File: src/rtl/spi_vip_slave_core.sv
// Clock-oversampled SPI slave endpoint: synchronized pin sampling,
// MSB-first word deserializer and a one-entry buffered MISO serializer.
module spi_vip_slave_core #(
   parameter bit          CPOL              = 1'b0,
   parameter bit          CPHA              = 1'b0,
   parameter bit          INV_CS            = 1'b0,
   parameter int          DATA_DLENGTH      = 16,
   parameter int          SLAVE_TIN         = 0,
   parameter int          SLAVE_TOUT        = 0,
   parameter int          CS_TO_MISO        = 0,
   parameter logic [31:0] DEFAULT_MISO_DATA = 32'hCAFE
) (
   input  logic                    clk,
   input  logic                    resetn,
   input  logic                    spi_sclk,
   input  logic                    spi_mosi,
   input  logic                    spi_cs,
   output logic                    spi_miso,
   output logic                    spi_miso_en,
   input  logic [DATA_DLENGTH-1:0] tx_data,
   input  logic                    tx_valid,
   output logic                    tx_ready,
   output logic [DATA_DLENGTH-1:0] rx_data,
   output logic                    rx_valid,
   output logic                    busy
);

   localparam int W = DATA_DLENGTH;
   localparam int D = 2 + SLAVE_TIN;
   localparam logic [W-1:0] DFLT = DEFAULT_MISO_DATA[W-1:0];

   typedef enum logic [1:0] {
      ST_ARM,
      ST_IDLE,
      ST_BUSY
   } state_t;

   state_t state, state_nx;

   // bit 3 marks a stage holding a real pin sample rather than reset fill
   logic [3:0] pipe [D];
   logic       in_vld, cs_s, mosi_s, sclk_s, sclk_q, cs_act;
   logic       rise, fall, samp, shft, start, stop, last, load;

   logic [5:0]   cnt;
   logic [7:0]   dly;
   logic [W-1:0] tx_sr, rx_sr, buf_data, next_word;
   logic         buf_full, miso_r, en_r;

   always_ff @(posedge clk or negedge resetn) begin
      if (!resetn) begin
         for (int i = 0; i < D; i++) pipe[i] <= '0;
         sclk_q <= 1'b0;
      end else begin
         pipe[0] <= {1'b1, spi_cs, spi_mosi, spi_sclk};
         for (int i = 1; i < D; i++) pipe[i] <= pipe[i-1];
         sclk_q <= sclk_s;
      end
   end

   assign in_vld = pipe[D-1][3];
   assign cs_s   = pipe[D-1][2];
   assign mosi_s = pipe[D-1][1];
   assign sclk_s = pipe[D-1][0];
   assign cs_act = INV_CS ? cs_s : ~cs_s;

   assign rise = sclk_s & ~sclk_q;
   assign fall = ~sclk_s & sclk_q;
   assign samp = (CPOL ^ CPHA) ? fall : rise;
   assign shft = (CPOL ^ CPHA) ? rise : fall;

   always_ff @(posedge clk or negedge resetn) begin
      if (!resetn) state <= ST_ARM;
      else         state <= state_nx;
   end

   always_comb begin
      state_nx = state;
      start    = 1'b0;
      stop     = 1'b0;
      unique case (state)
         ST_ARM: begin
            if (in_vld && !cs_act) state_nx = ST_IDLE;
         end
         ST_IDLE: begin
            if (cs_act) begin
               state_nx = ST_BUSY;
               start    = 1'b1;
            end
         end
         ST_BUSY: begin
            if (!cs_act) begin
               state_nx = ST_IDLE;
               stop     = 1'b1;
            end
         end
         default: state_nx = ST_ARM;
      endcase
   end

   assign last      = (cnt == 6'(W - 1));
   assign next_word = buf_full ? buf_data : DFLT;
   assign load      = start ||
                      ((state == ST_BUSY) && !stop && samp && last);

   always_ff @(posedge clk or negedge resetn) begin
      if (!resetn) begin
         cnt      <= '0;
         dly      <= '0;
         tx_sr    <= '0;
         rx_sr    <= '0;
         rx_data  <= '0;
         rx_valid <= 1'b0;
         buf_data <= '0;
         buf_full <= 1'b0;
         miso_r   <= 1'b0;
         en_r     <= 1'b0;
      end else begin
         rx_valid <= 1'b0;
         if (tx_valid && !buf_full) begin
            buf_full <= 1'b1;
            buf_data <= tx_data;
         end
         if (load && buf_full) buf_full <= 1'b0;
         if (start) begin
            cnt   <= '0;
            rx_sr <= '0;
            if (!CPHA && CS_TO_MISO == 0) begin
               miso_r <= next_word[W-1];
               tx_sr  <= next_word << 1;
               en_r   <= 1'b1;
            end else begin
               tx_sr <= next_word;
               dly   <= CPHA ? 8'd0 : 8'(CS_TO_MISO);
               en_r  <= CPHA;
            end
         end else if (stop) begin
            cnt    <= '0;
            dly    <= '0;
            en_r   <= 1'b0;
            miso_r <= 1'b0;
         end else if (state == ST_BUSY) begin
            if (dly != 8'd0) begin
               dly <= dly - 8'd1;
               if (dly == 8'd1) begin
                  miso_r <= tx_sr[W-1];
                  tx_sr  <= tx_sr << 1;
                  en_r   <= 1'b1;
               end
            end
            if (samp) begin
               rx_sr <= {rx_sr[W-2:0], mosi_s};
               if (last) begin
                  cnt      <= '0;
                  rx_data  <= {rx_sr[W-2:0], mosi_s};
                  rx_valid <= 1'b1;
                  tx_sr    <= next_word;
               end else begin
                  cnt <= cnt + 6'd1;
               end
            end else if (shft) begin
               miso_r <= tx_sr[W-1];
               tx_sr  <= tx_sr << 1;
            end
         end
      end
   end

   generate
      if (SLAVE_TOUT == 0) begin : g_out_direct
         assign spi_miso    = miso_r;
         assign spi_miso_en = en_r;
      end else begin : g_out_delay
         logic [1:0] opipe [SLAVE_TOUT];
         always_ff @(posedge clk or negedge resetn) begin
            if (!resetn) begin
               for (int i = 0; i < SLAVE_TOUT; i++) opipe[i] <= '0;
            end else begin
               opipe[0] <= {en_r, miso_r};
               for (int i = 1; i < SLAVE_TOUT; i++) opipe[i] <= opipe[i-1];
            end
         end
         assign spi_miso    = opipe[SLAVE_TOUT-1][0];
         assign spi_miso_en = opipe[SLAVE_TOUT-1][1];
      end
   endgenerate

   assign tx_ready = ~buf_full;
   assign busy     = (state == ST_BUSY);

endmodule

File: config.mk
export PLATFORM = sky130hd
export DESIGN_NAME = spi_vip_slave_core
export DESIGN_NICKNAME = d
export VERILOG_FILES = /design/src/rtl/spi_vip_slave_core.sv
export SDC_FILE = /design/constraint.sdc
export NUM_CORES = 1
export LEC_CHECK = 0
export ABC_CLOCK_PERIOD_IN_PS = 4250
export BUFFER_PORTS_ARGS = -buffer_cell sky130_fd_sc_hd__clkbuf_2
export CAP_MARGIN = 15
export CORE_ASPECT_RATIO = 1.25
export CORE_MARGIN = 5
export CORE_UTILIZATION = 64
export DETAILED_ROUTE_END_ITERATION = 8
export PLACE_DENSITY_LB_ADDON = 0.15
export SLEW_MARGIN = 20
export SYNTH_ARGS = -nofsm -noshare
export SYNTH_HDL_FRONTEND = slang
export SYNTH_SLANG_ARGS = --single-unit
File: constraint.sdc
create_clock -name clk -period 4.25 [get_ports clk]
set_input_delay 0.2125 -clock clk [delete_from_list [all_inputs] [get_ports clk]]
set_output_delay 0.2125 -clock clk [all_outputs]
set_load 0.01 [all_outputs]
==> key figures, run 1 <==
Status
  • Outcome: finished clean

Timing
  • Max Clk Rate: 0.379 GHz
  • Tmin final: 2.64 ns
  • Tcrit/Tclk final: 62.2%
  • Fin. max-slew vios: 0
  • Relative slew slack: 30.8%
  • Setup slack after layout: between 1.5 and 2 ns
  • Hold Fails Final Rpt: 0
  • RSZ-0062 raised after global routing: no
  • Final TNS setup: 0 ns
  • Setup Skew: 0.00976 ns
  • Worst-Margin Slew: 1.03 ns
  • Final setup vio count: 0

Place
  • Port bufs: 42
  • Dpl ws: 1.69 ns
  • GPL Wtd Cong: between 0.8 and 0.9
  • Final HPWL DP: 6.95 mm

Global route
  • Vias in the first global route: 3593
  • Grt ovf: 0
  • Largest net degree at the start of global routing: between 50 and 60
  • First-pass GRT wire length: 17.6 mm
  • Global-route usage over all layers: 24.5%
  • Antenna violations before repair: 0

Power
  • Leakage power: 2.25 nW
  • Combinational fraction of design power: 25.6%
  • Seq pwr share: approximately half
  • Clk pwr share: 24.9%
  • Worst VDD drop: 0.270 mV
  • Internal power: 1.75 mW
  • Power per standard cell area: 529 nW/um2
  • Sw power: between 0.9 and 1 mW
  • Net Sw Frac: ~34%

Finish
  • # diodes: 0
  • Area grow syn2layout: 10.6%
  • Layout cells sized above 1: 24.3%
  • Seq. cell area: 2300 um2
  • Area of the multi-input gates: 2080 um2
  • Fillers: 515
  • Layout Nets: 503

Clock network
  • Post-CTS Setup Inserts: 0
  • H-tree depth: 3
  • CTS Buffer Depth: 2
  • CTS sink cnt: 92
  • Worst-skew pair later-pin latency: 0.37 ns
  • Clock slew at reported path FFs: 0.10 ns
  • Total CTS buffers: 9
  • Post_cts resized: 0
  • Root Driver: clkbuf_8
  • CTS tree: done

Worst setup path
  • CP Launch Type: register
  • Crit-path max FO: 30
  • Setup CP Type: reg2reg
  • WP data required: 4.48 ns
  • CP max stage cell: a21o_1
  • CP max stage delay: 0.70 ns
  • Critical-path cell list: nand2b_1 -> a21o_1 -> inv_2 -> o21ai_1 -> buf_4 -> o21ai_0
  • Critical path endpoint category: register
  • Crit path DAT: ~2.9 ns

Die
  • Die area: 8930 um2
  • Rows: 34
  • Die Ht: 104 um
  • Starting Density: 65.4%
  • Io pins: 43
  • Die width: 85.5 um
  • Core footprint: 6980 um2

Routing
  • Drt first pass iters: 4
  • Total wire length: 10.3 mm
  • Vias per Instance: 6.33
  • DR vias: 3617
  • Remaining antenna violation count: 0
  • Drt initial violations: 343
  • # DRC: 0
  • WL/cell: 18.0 um

Yosys
  • Total of warnings raised by yosys: 0
  • Synth cell types: 55
  • Syn_area_per_cell: 10.3 um2
  • Netlist Area Pre-Place: 4560 um2
  • Seq/Total Area, Yosys: 50.4%
  • #FFs+latches synth: between 90 and 100
  • Post-synth EDFFs: 0
  • Post-synth ARST share: 100%
  • Top_reg_cell synth: dfrtp_1
  • Mapped Cells: 443
  • Mapped Nets: 469

Flow run
  • MaxCap Viol Count: 0

Min path
  • Worst min path class: in2reg
per-stage QoR:
step	utilization (%)	hold WS (ns)	instance area, um2	cells	total power, mW
global placement	68.6	0.238	4790	552	1.97
detailed placement	68.6	0.246	4790	552	2.01
finish	72.4	0.0678	5050	571	2.67
floorplan	-	-0.0831	4560	443	1.79
global route	72.4	0.0601	5050	571	2.83
CTS	72.4	0.0640	5050	571	2.67
layout make-up:
class | count | share of cell area [%]
Sequential cell | 92 | 45.6
Multi-Input combinational cell | 310 | 41.1
Timing Repair Buffer | 49 | 5.45
Clock buffer | 10 | 2.73
Tap cell | 90 | 2.23
Clock inverter | 5 | 1.68
Inverter | 15 | 1.21
synthesized netlist by cell type, drive strengths merged (2+ instances only):
cell type,number,area (um2)
nor3b,2,15.0
a221oi,10,87.6
o22ai,7,43.8
a21oi,32,160
o221ai,7,61.3
nand3,11,67.6
nor3,21,121
o21ai,35,179
nand2b,11,68.8
and3,2,12.5
inv,14,52.6
or3,3,23.8
a21o,2,15.0
clkbuf,12,45.0
mux2i,3,30.0
mux2,44,495
nand2,49,184
buf,14,85.1
a22o,2,17.5
nor2,18,67.6
dfrtp,92,2300
or2,2,12.5
a21boi,2,15.0
nor2b,7,43.8
a211oi,3,22.5
ha,4,50.1
a31oi,9,56.3
a221o,8,80.1
state kept, by name (all words and copies together) (netlist names):
register     cells
spi_miso_en      1
buf_full         1
sclk_q           1
dly              8
state            2
buf_data        16
cs_s             1
tx_sr           16
pipe             5
spi_miso         1
rx_data         16
mosi_s           1
cnt              6
rx_sr           15
in_vld           1
rx_valid         1
power groups by stage:
stage	combinational, mW	clock, mW	sequential, mW
6_report	0.684	0.665	1.32
5_1_grt	0.764	0.716	1.35
4_1_cts	0.684	0.671	1.32
3_5_place_dp	0.675	0	1.33
3_3_place_gp	0.644	0	1.32
2_1_floorplan	0.553	0	1.24
repair_timing:
action / 4_1_cts / 5_1_grt
endpoints found under the setup margin: 0 / 0
hold buffers: 4 / 0
endpoints found under the hold margin: 45 / 0
cell usage in the layout (no fill, tap or decap), types with 3 or more instances in the layout:
| master | instances |
|---|---|
| mux2_2 | 44 |
| nor3_1 | 19 |
| a221o_1 | 8 |
| o22ai_1 | 7 |
| mux2i_1 | 3 |
| nand3_1 | 10 |
| a221oi_1 | 10 |
| ha_1 | 4 |
| o21ai_0 | 33 |
| nor2_1 | 18 |
| nor2b_1 | 7 |
| a21oi_1 | 32 |
| dlygate4sd3_1 | 4 |
| buf_4 | 4 |
| a31oi_1 | 9 |
| nand2b_1 | 11 |
| a211oi_1 | 3 |
| dfrtp_1 | 92 |
| o221ai_1 | 7 |
| inv_1 | 13 |
| clkbuf_2 | 41 |
| clkbuf_8 | 10 |
| nand2_1 | 49 |
worst max-delay path: cells and delay by family, from the launching register on:
kind / cells / cell delay [ns]
buffers and inverters: 2 / 0.47
and+or+nand+nor: 1 / 0.43
DFF: 1 / 0.58
AOI/OAI and AO/OA: 3 / 1.02
logic make-up (layout without fill, tap and decap cells):
family	Yosys count	after routing	synth area share (%)
flip-flops	92	92	50.4
multiplexers	47	47	11.5
buffers and inverters	41	79	4.19
adder cells (fa/ha/maj)	4	4	1.10
AND/OR/NAND/NOR	133	133	14.9
other	1	1	0.0822
AO/OA/AOI/OAI	123	123	17.4
XOR/XNOR	2	2	0.384
layer usage:
| layer | global-route usage, % | up-vias | wire length, um |
|---|---|---|---|
| met1 | 33.0 | 1782 | 4340 |
| met5 | 0 | - | 0 |
| li1 | - | 1676 | - |
| met3 | 4.60 | 19 | 586 |
| met2 | 39.4 | 140 | 5180 |
| met4 | 8.71 | 0 | 187 |
path summary, 6_finish.rpt:
kind | start | endpoint | slack, ns | depth (start not counted)
min in group asynchronous | resetn | cnt[2] | 0.38 | 2
worst max register to register | state[0] | rx_sr[7] | 1.61 | 6
worst min register to register | pipe[5] | mosi_s | 0.36 | 0
worst max-delay path | state[0] | rx_sr[7] | 1.61 | 6
worst min-delay path | tx_data[3] | buf_data[3] | 0.07 | 2
max in group asynchronous | resetn | rx_sr[10] | 2.87 | 3
Power figures use the tool's default switching activity.
==> run 2: changes to the inputs <==
ABC_AREA = 1   (was unset)
ABC_CLOCK_PERIOD_IN_PS = 2100   (was 4250)
CORE_UTILIZATION = 54   (was 64)
clock period = 2.1 ns   (was 4.25 ns; I/O delays follow)
==> run 2 against run 1 <==
Via count is 8.2% higher. Core utilization is 9.7 points lower. Fmax is 43% higher. Register-to-register slack worse by 1.4 ns. Largest cell class unchanged.
==> key figures, run 2 <==
Status
  • Outcome: finished clean (unchanged)

Yosys
  • Yosys top cell area share: 49.1% (was 50.4%)
  • Post-synth ARST share: 100% (unchanged)
  • Syn_area_per_cell: 8.43 um2 (was 10.3 um2)
  • Netlist Area Pre-Place: 4690 um2 (was 4560 um2)
  • Commonest cells post-synth: 135 x nand2_1, 92 x dfrtp_1, 55 x nand3_1 (was 92 x dfrtp_1, 49 x nand2_1, 44 x mux2_2)
  • Post-synth EDFFs: 0 (unchanged)
  • Mapped Nets: 583 (was 469)
  • Total of warnings raised by yosys: 0 (unchanged)
  • Mapped Cells: 557 (was 443)
  • Seq/Total Area, Yosys: 49.1% (was 50.4%)
  • Top post-synthesis cells by area: dfrtp_1 49%, nand2_1 11%, nand3_1 5.9% (was dfrtp_1 50%, mux2_2 11%, nand2_1 4.0%)
  • Cell accounting for the most synthesized area: dfrtp_1 (unchanged)
  • Most common cell in the netlist: nand2_1 (was dfrtp_1)
  • #FFs+latches synth: 92 (unchanged)
  • Top_reg_cell synth: dfrtp_1 (unchanged)
  • Synth cell types: 36 (was 55)

Global route
  • Antenna violations before repair: 0 (unchanged)
  • Vias in the first global route: 3816 (was 3593)
  • Global-route usage over all layers: 21.5% (was 24.5%)
  • Largest net degree at the start of global routing: 45 (was 51)
  • First-pass GRT wire length: 18.3 mm (was 17.6 mm)
  • Grt ovf: 0 (unchanged)

Routing
  • Total wire length: 10.4 mm (was 10.3 mm)
  • # DRC: 0 (unchanged)
  • Drt initial violations: 376 (was 343)
  • Vias per Instance: 5.27 (was 6.33)
  • Drt first pass iters: 5 (was 4)
  • WL/cell: 14.0 um (was 18.0 um)
  • Remaining antenna violation count: 0 (unchanged)
  • DR vias: 3914 (was 3617)

Worst setup path
  • CP Launch Type: register (unchanged)
  • Crit path DAT: 2.15 ns (was 2.87 ns)
  • Critical path endpoint category: register (unchanged)
  • Setup CP Type: reg2reg (unchanged)
  • Crit-path max FO: 29 (was 30)
  • WP data required: 2.40 ns (was 4.48 ns)

Power
  • Power Total: 5.74 mW (was 2.67 mW)
  • Worst VDD drop: 0.721 mV (was 0.270 mV)
  • Net Sw Frac: 38.8% (was 34.4%)
  • Leakage power: 2.73 nW (was 2.25 nW)
  • Combinational fraction of design power: 35.5% (was 25.6%)
  • Internal power: 3.51 mW (was 1.75 mW)
  • Seq pwr share: 45.2% (was 49.5%)
  • Clk pwr share: 19.3% (was 24.9%)
  • Sw power: 2.23 mW (was 0.919 mW)
  • Power per standard cell area: 1070 nW/um2 (was 529 nW/um2)

Timing
  • Hold Fails Final Rpt: 0 (unchanged)
  • RSZ-0062 raised after global routing: no (unchanged)
  • Worst-Margin Slew: 0.614 ns (was 1.03 ns)
  • Tmin final: 1.85 ns (was 2.64 ns)
  • Relative slew slack: 58.9% (was 30.8%)
  • Tcrit/Tclk final: 88.0% (was 62.2%)
  • Fin. max-slew vios: 0 (unchanged)
  • Final setup vio count: 0 (unchanged)
  • Max Clk Rate: 0.541 GHz (was 0.379 GHz)
  • Setup Skew: 0.0105 ns (was 0.00976 ns)
  • Final TNS setup: 0 ns (unchanged)

Finish
  • Commonest non-fill, non-tap cell in the layout: nand2_1 (was dfrtp_1)
  • Fillers: 754 (was 515)
  • Layout cells sized above 1: 21.3% (was 24.3%)
  • Layout Nets: 644 (was 503)
  • Final Cell Area: 5390 um2 (was 5050 um2)
  • # diodes: 0 (unchanged)
  • Area grow syn2layout: 14.8% (was 10.6%)
  • Biggest regs: buf_data: 16 flops, rx_data: 16 flops, tx_sr: 16 flops (unchanged)
  • Final Non-Filler Cells: 743 (was 571)
  • Leading cell types in the layout, fill and taps excluded: 135 x nand2_1, 92 x dfrtp_1, 55 x nand3_1, 53 x inv_1, 41 x clkbuf_2 (was 92 x dfrtp_1, 49 x nand2_1, 44 x mux2_2, 41 x clkbuf_2, 33 x o21ai_0)

Clock network
  • Root Driver: clkbuf_8 (unchanged)
  • Total CTS buffers: 9 (unchanged)
  • CTS Buffer Depth: 2 (unchanged)
  • H-tree depth: 3 (unchanged)
  • Worst-skew pair later-pin latency: 0.37 ns (about the same)
  • CTS tree: done (unchanged)
  • Post-CTS Setup Inserts: 0 (unchanged)
  • Clock slew at reported path FFs: 0.10 ns (about the same)
  • CTS sink cnt: 92 (unchanged)

Place
  • GPL Wtd Cong: 0.853 (was 0.881)
  • Placed Cells: 707 (was 552)
  • Port bufs: 42 (unchanged)
  • Placed inst area: 5000 um2 (was 4790 um2)
  • Final HPWL DP: 7.06 mm (was 6.95 mm)

Flow run
  • MaxCap Viol Count: 0 (unchanged)

Min path
  • Worst min path class: in2reg (unchanged)

Die
  • Die width: 93.4 um (was 85.5 um)
  • Io pins: 43 (unchanged)
  • Die area: 10700 um2 (was 8930 um2)
  • Core footprint: 8610 um2 (was 6980 um2)
  • Starting Density: 54.5% (was 65.4%)
  • Rows: 38 (was 34)
  • Die Ht: 114 um (was 104 um)
==> run 2: cell types whose count changed in the layout (fill, tap and decap cells not counted), sizes merged, moves of 16 or more <==
| cell | delta |
|---|---|
| nand2 | +99 |
| nor3 | -20 |
| dlygate4sd3 | +16 |
| o21ai | +32 |
| inv | +55 |
| nand3 | +45 |
| nor2 | +16 |
| mux2 | -28 |
==> run 2: repair_timing <==
action / in CTS / in global routing
gates resized for setup: 0 / 2
hold buffers: 20 / 0
endpoints found under the setup margin: 0 / 1
hold endpoints to repair: 61 / 0
==> run 2: kinds of logic (layout without fill, tap and decap cells) <==
| kind of cell | count (synthesis) | count (layout) | share of synthesized area [%] |
|---|---|---|---|
| buffers and inverters | 90 | 156 | 8.56 |
| flip-flops | 92 | 92 | 49.1 |
| AND/OR/NAND/NOR | 249 | 249 | 24.3 |
| adder cells (fa/ha/maj) | 4 | 4 | 1.07 |
| XOR/XNOR | 2 | 2 | 0.373 |
| AO/OA/AOI/OAI | 103 | 103 | 12.8 |
| other | 1 | 1 | 0.0799 |
| multiplexers | 16 | 16 | 3.84 |
==> run 2: metal layers <==
layer | vias to the layer above | wire length, um | global-route usage (%)
li1 | 1925 | - | -
met1 | 1859 | 4720 | 29.4
met3 | 21 | 473 | 3.35
met2 | 109 | 4980 | 34.3
met4 | 0 | 241 | 8.90
met5 | - | 0 | 0
==> run 2: metrics by stage <==
stage               util (%)  hold slack [ns]  setup WS (ns)
finish                  62.6            0.228          0.252
global route            62.6            0.305         0.0367
CTS                     62.5            0.234          0.215
detailed placement      58.1            0.158          0.224
global placement        58.1            0.154          0.293
floorplan                  -           -0.191          0.453
==> run 2: final timing paths <==
| check | slack, ns | cells past startpoint | end | start |
|---|---|---|---|---|
| max | 0.25 | 7 | tx_sr[6] | state[1] |
| min in group asynchronous | 0.28 | 2 | dly[5] | resetn |
| min | 0.23 | 3 | buf_full | tx_valid |
| max in group asynchronous | 1.18 | 3 | tx_sr[15] | resetn |
| max reg2reg | 0.25 | 7 | tx_sr[6] | state[1] |
| min reg2reg | 0.35 | 0 | cs_s | pipe[6] |
==> run 2: layout make-up <==
class	instances	area, um2	share of cell area (%)
well taps	120	150	2.79
multi-input cells	375	2000	37.0
inverters	70	267	4.94
clock buffers	11	141	2.62
flip-flops and latches	92	2300	42.7
repair buffers	70	498	9.24
clock inverters	5	35.0	0.650
==> run 2: power groups by stage <==
stage | clock network, mW | logic (mW) | registers (mW)
3_3_place_gp | 0 | 1.95 | 2.60
2_1_floorplan | 0 | 1.58 | 2.54
4_1_cts | 1.14 | 2.03 | 2.59
5_1_grt | 1.21 | 2.33 | 2.66
6_report | 1.11 | 2.04 | 2.60
3_5_place_dp | 0 | 1.99 | 2.62
==> run 2: worst max-delay path: stages (launching register included) <==
cell,delay [ns]
dfrtp_1,0.42
nor2_4,0.25
nand2_2,0.09
nand2_2,0.14
clkinvlp_4,0.43
a21oi_1,0.28
o21ai_1,0.09
nand2_1,0.06
==> run 3: changes to the inputs <==
GPL_TIMING_DRIVEN = 0   (was unset)
PLACE_DENSITY = 0.76   (was unset)
PLACE_DENSITY_LB_ADDON = unset   (was 0.15)
==> run 3 against run 2 <==
Sequential share of layout area shrank 0.59 points. Global-route usage grew 1.2 points. Count of clock-buffer cells in the layout increased by 1.
==> key figures, run 3 (same netlist as run 2, synthesis figures left out) <==
Status
  • Outcome: finished clean (unchanged)

Worst setup path
  • CP Launch Type: register (unchanged)
  • Critical path endpoint category: register (unchanged)
  • Setup CP Type: reg2reg (unchanged)
  • WP data required: 2.37 ns (was 2.40 ns)
  • Crit-path max FO: 10 (was 29)
  • Crit path DAT: 2.20 ns (was 2.15 ns)
  • Worst R2R Setup Slack: 0.17 ns (was 0.25 ns)

Finish
  • Area of the multi-input gates: 1990 um2 (was 2000 um2)
  • Commonest non-fill, non-tap cell in the layout: nand2_1 (unchanged)
  • Final Non-Filler Cells: 755 (was 743)
  • Layout cells sized above 1: 22.2% (was 21.3%)
  • Fillers: 684 (was 754)
  • Leading cell types in the layout, fill and taps excluded: 134 x nand2_1, 92 x dfrtp_1, 55 x nand3_1, 54 x inv_1, 41 x clkbuf_2 (was 135 x nand2_1, 92 x dfrtp_1, 55 x nand3_1, 53 x inv_1, 41 x clkbuf_2)
  • Seq. cell area: 2300 um2 (unchanged)
  • Biggest regs: buf_data: 16 flops, rx_data: 16 flops, tx_sr: 16 flops (unchanged)
  • Layout Nets: 656 (was 644)
  • # diodes: 0 (unchanged)
  • Area grow syn2layout: 16.4% (was 14.8%)

Clock network
  • Clock slew at reported path FFs: 0.09 ns (was 0.10 ns)
  • CTS tree: done (unchanged)
  • Root Driver: clkbuf_8 (unchanged)
  • Post-CTS Setup Inserts: 0 (unchanged)
  • CTS sink cnt: 92 (unchanged)
  • Total CTS buffers: 9 (unchanged)
  • Worst-skew pair later-pin latency: 0.37 ns (about the same)
  • CTS Buffer Depth: 2 (unchanged)
  • H-tree depth: 3 (unchanged)

Place
  • Port bufs: 42 (unchanged)
  • Final HPWL DP: 7.77 mm (was 7.06 mm)
  • Placed Cells: 719 (was 707)
  • GPL Wtd Cong: 0.910 (was 0.853)

Die
  • Die Ht: 114 um (unchanged)
  • Io pins: 43 (unchanged)
  • Die width: 93.4 um (unchanged)
  • Starting Density: 54.5% (unchanged)
  • Rows: 38 (unchanged)
  • Core footprint: 8610 um2 (unchanged)
  • Die area: 10700 um2 (unchanged)

Power
  • Internal power: 3.66 mW (was 3.51 mW)
  • Clk pwr share: 20.7% (was 19.3%)
  • Worst VDD drop: 0.605 mV (was 0.721 mV)
  • Combinational fraction of design power: 35.2% (was 35.5%)
  • Seq pwr share: 44.0% (was 45.2%)
  • Leakage power: 2.77 nW (was 2.73 nW)
  • Net Sw Frac: 38.3% (was 38.8%)
  • Sw power: 2.28 mW (was 2.23 mW)
  • Power Total: 5.94 mW (was 5.74 mW)
  • Power per standard cell area: 1090 nW/um2 (was 1070 nW/um2)

Timing
  • Tmin final: 1.93 ns (was 1.85 ns)
  • Setup Skew: 0.00824 ns (was 0.0105 ns)
  • Hold Fails Final Rpt: 0 (unchanged)
  • Final setup vio count: 0 (unchanged)
  • Tcrit/Tclk final: 92.1% (was 88.0%)
  • Max Clk Rate: 0.517 GHz (was 0.541 GHz)
  • Worst-Margin Slew: 0.730 ns (was 0.614 ns)
  • Fin. max-slew vios: 0 (unchanged)
  • Relative slew slack: 51.3% (was 58.9%)
  • RSZ-0062 raised after global routing: no (unchanged)

Routing
  • Drt first pass iters: 5 (unchanged)
  • # DRC: 0 (unchanged)
  • DR vias: 4052 (was 3914)
  • Drt initial violations: 373 (was 376)
  • Vias per Instance: 5.37 (was 5.27)
  • WL/cell: 14.8 um (was 14.0 um)
  • Remaining antenna violation count: 0 (unchanged)
  • Total wire length: 11.2 mm (was 10.4 mm)

Global route
  • First-pass GRT wire length: 19.3 mm (was 18.3 mm)
  • Largest net degree at the start of global routing: 93 (was 45)
  • Vias in the first global route: 4134 (was 3816)
  • Grt ovf: 0 (unchanged)
  • Global-route usage over all layers: 22.7% (was 21.5%)
  • Antenna violations before repair: 0 (unchanged)

Min path
  • Worst min path class: in2reg (unchanged)

Flow run
  • MaxCap Viol Count: 0 (unchanged)
-- run 3: changes by cell type in the layout (fill, tap and decap cells not counted), sizes merged --
| cell | delta |
|---|---|
| buf | +9 |
| clkbuf | +4 |
| clkinv | -2 |
| bufinv | +1 |
| clkinvlp | -1 |
| inv | +1 |
-- run 3: cell type report --
type / count / area share (%)
clock inverters: 4 / 1.01
plain buffers: 20 / 2.54
flip-flops and latches: 92 / 42.1
multi-input cells: 375 / 36.4
inverters: 70 / 4.81
clock buffers: 12 / 2.66
repair buffers: 62 / 7.67
well taps: 120 / 2.75
-- run 3: per-layer routing --
| metal | vias up | track usage (%) | part of all wire (%) |
|---|---|---|---|
| met5 | - | 0 | 0 |
| met3 | 29 | 3.68 | 4.7 |
| met2 | 127 | 38.4 | 50 |
| met4 | 0 | 10.4 | 3.1 |
| li1 | 1954 | - | - |
| met1 | 1942 | 28.6 | 42 |
-- run 3: what timing repair did --
item	4_1_cts	5_1_grt
hold endpoints to repair	111	0
resized for setup	0	1
hold buffers	20	0
endpoints found under the setup margin	0	6
-- run 3: worst paths after layout --
check | cells past startpoint | startpoint | endpoint
worst max-delay path | 11 | dly[0] | tx_sr[1]
worst min-delay path | 3 | tx_valid | buf_data[5]
worst max register to register | 11 | dly[0] | tx_sr[1]
worst min register to register | 0 | pipe[4] | pipe[0]
max in group asynchronous | 2 | resetn | rx_sr[1]
min in group asynchronous | 2 | resetn | dly[7]
-- run 3: worst max-delay path: stages, from the launching register on --
cell	delay, ns
dfrtp_1	0.36
inv_1	0.13
ha_1	0.24
inv_1	0.06
nand2_1	0.07
nor2_4	0.26
nand2_4	0.13
buf_6	0.17
o21ai_1	0.13
nor2_1	0.06
o21ai_1	0.14
nand2_1	0.06
-- run 3: stage by stage --
step	util [%]	area [um2]	setup WS, ns	hold WS [ns]	TNS (ns)
finish	63.5	5470	0.166	0.193	0
floorplan	-	4690	0.453	-0.191	0
global placement	58.7	5050	-0.135	0.213	-11.80
detailed placement	58.8	5060	0.178	0.216	0
global route	63.5	5470	0.0110	0.218	0
CTS	63.5	5460	0.142	0.188	0
-- run 3: power by group through the flow --
stage	Clock, mW	Combinational (mW)	Sequential, mW
floorplan	0	1.58	2.54
global placement	0	1.95	2.61
detailed placement	0	2.03	2.62
CTS	1.25	2.07	2.60
global route	1.32	2.36	2.67
finish	1.23	2.09	2.61
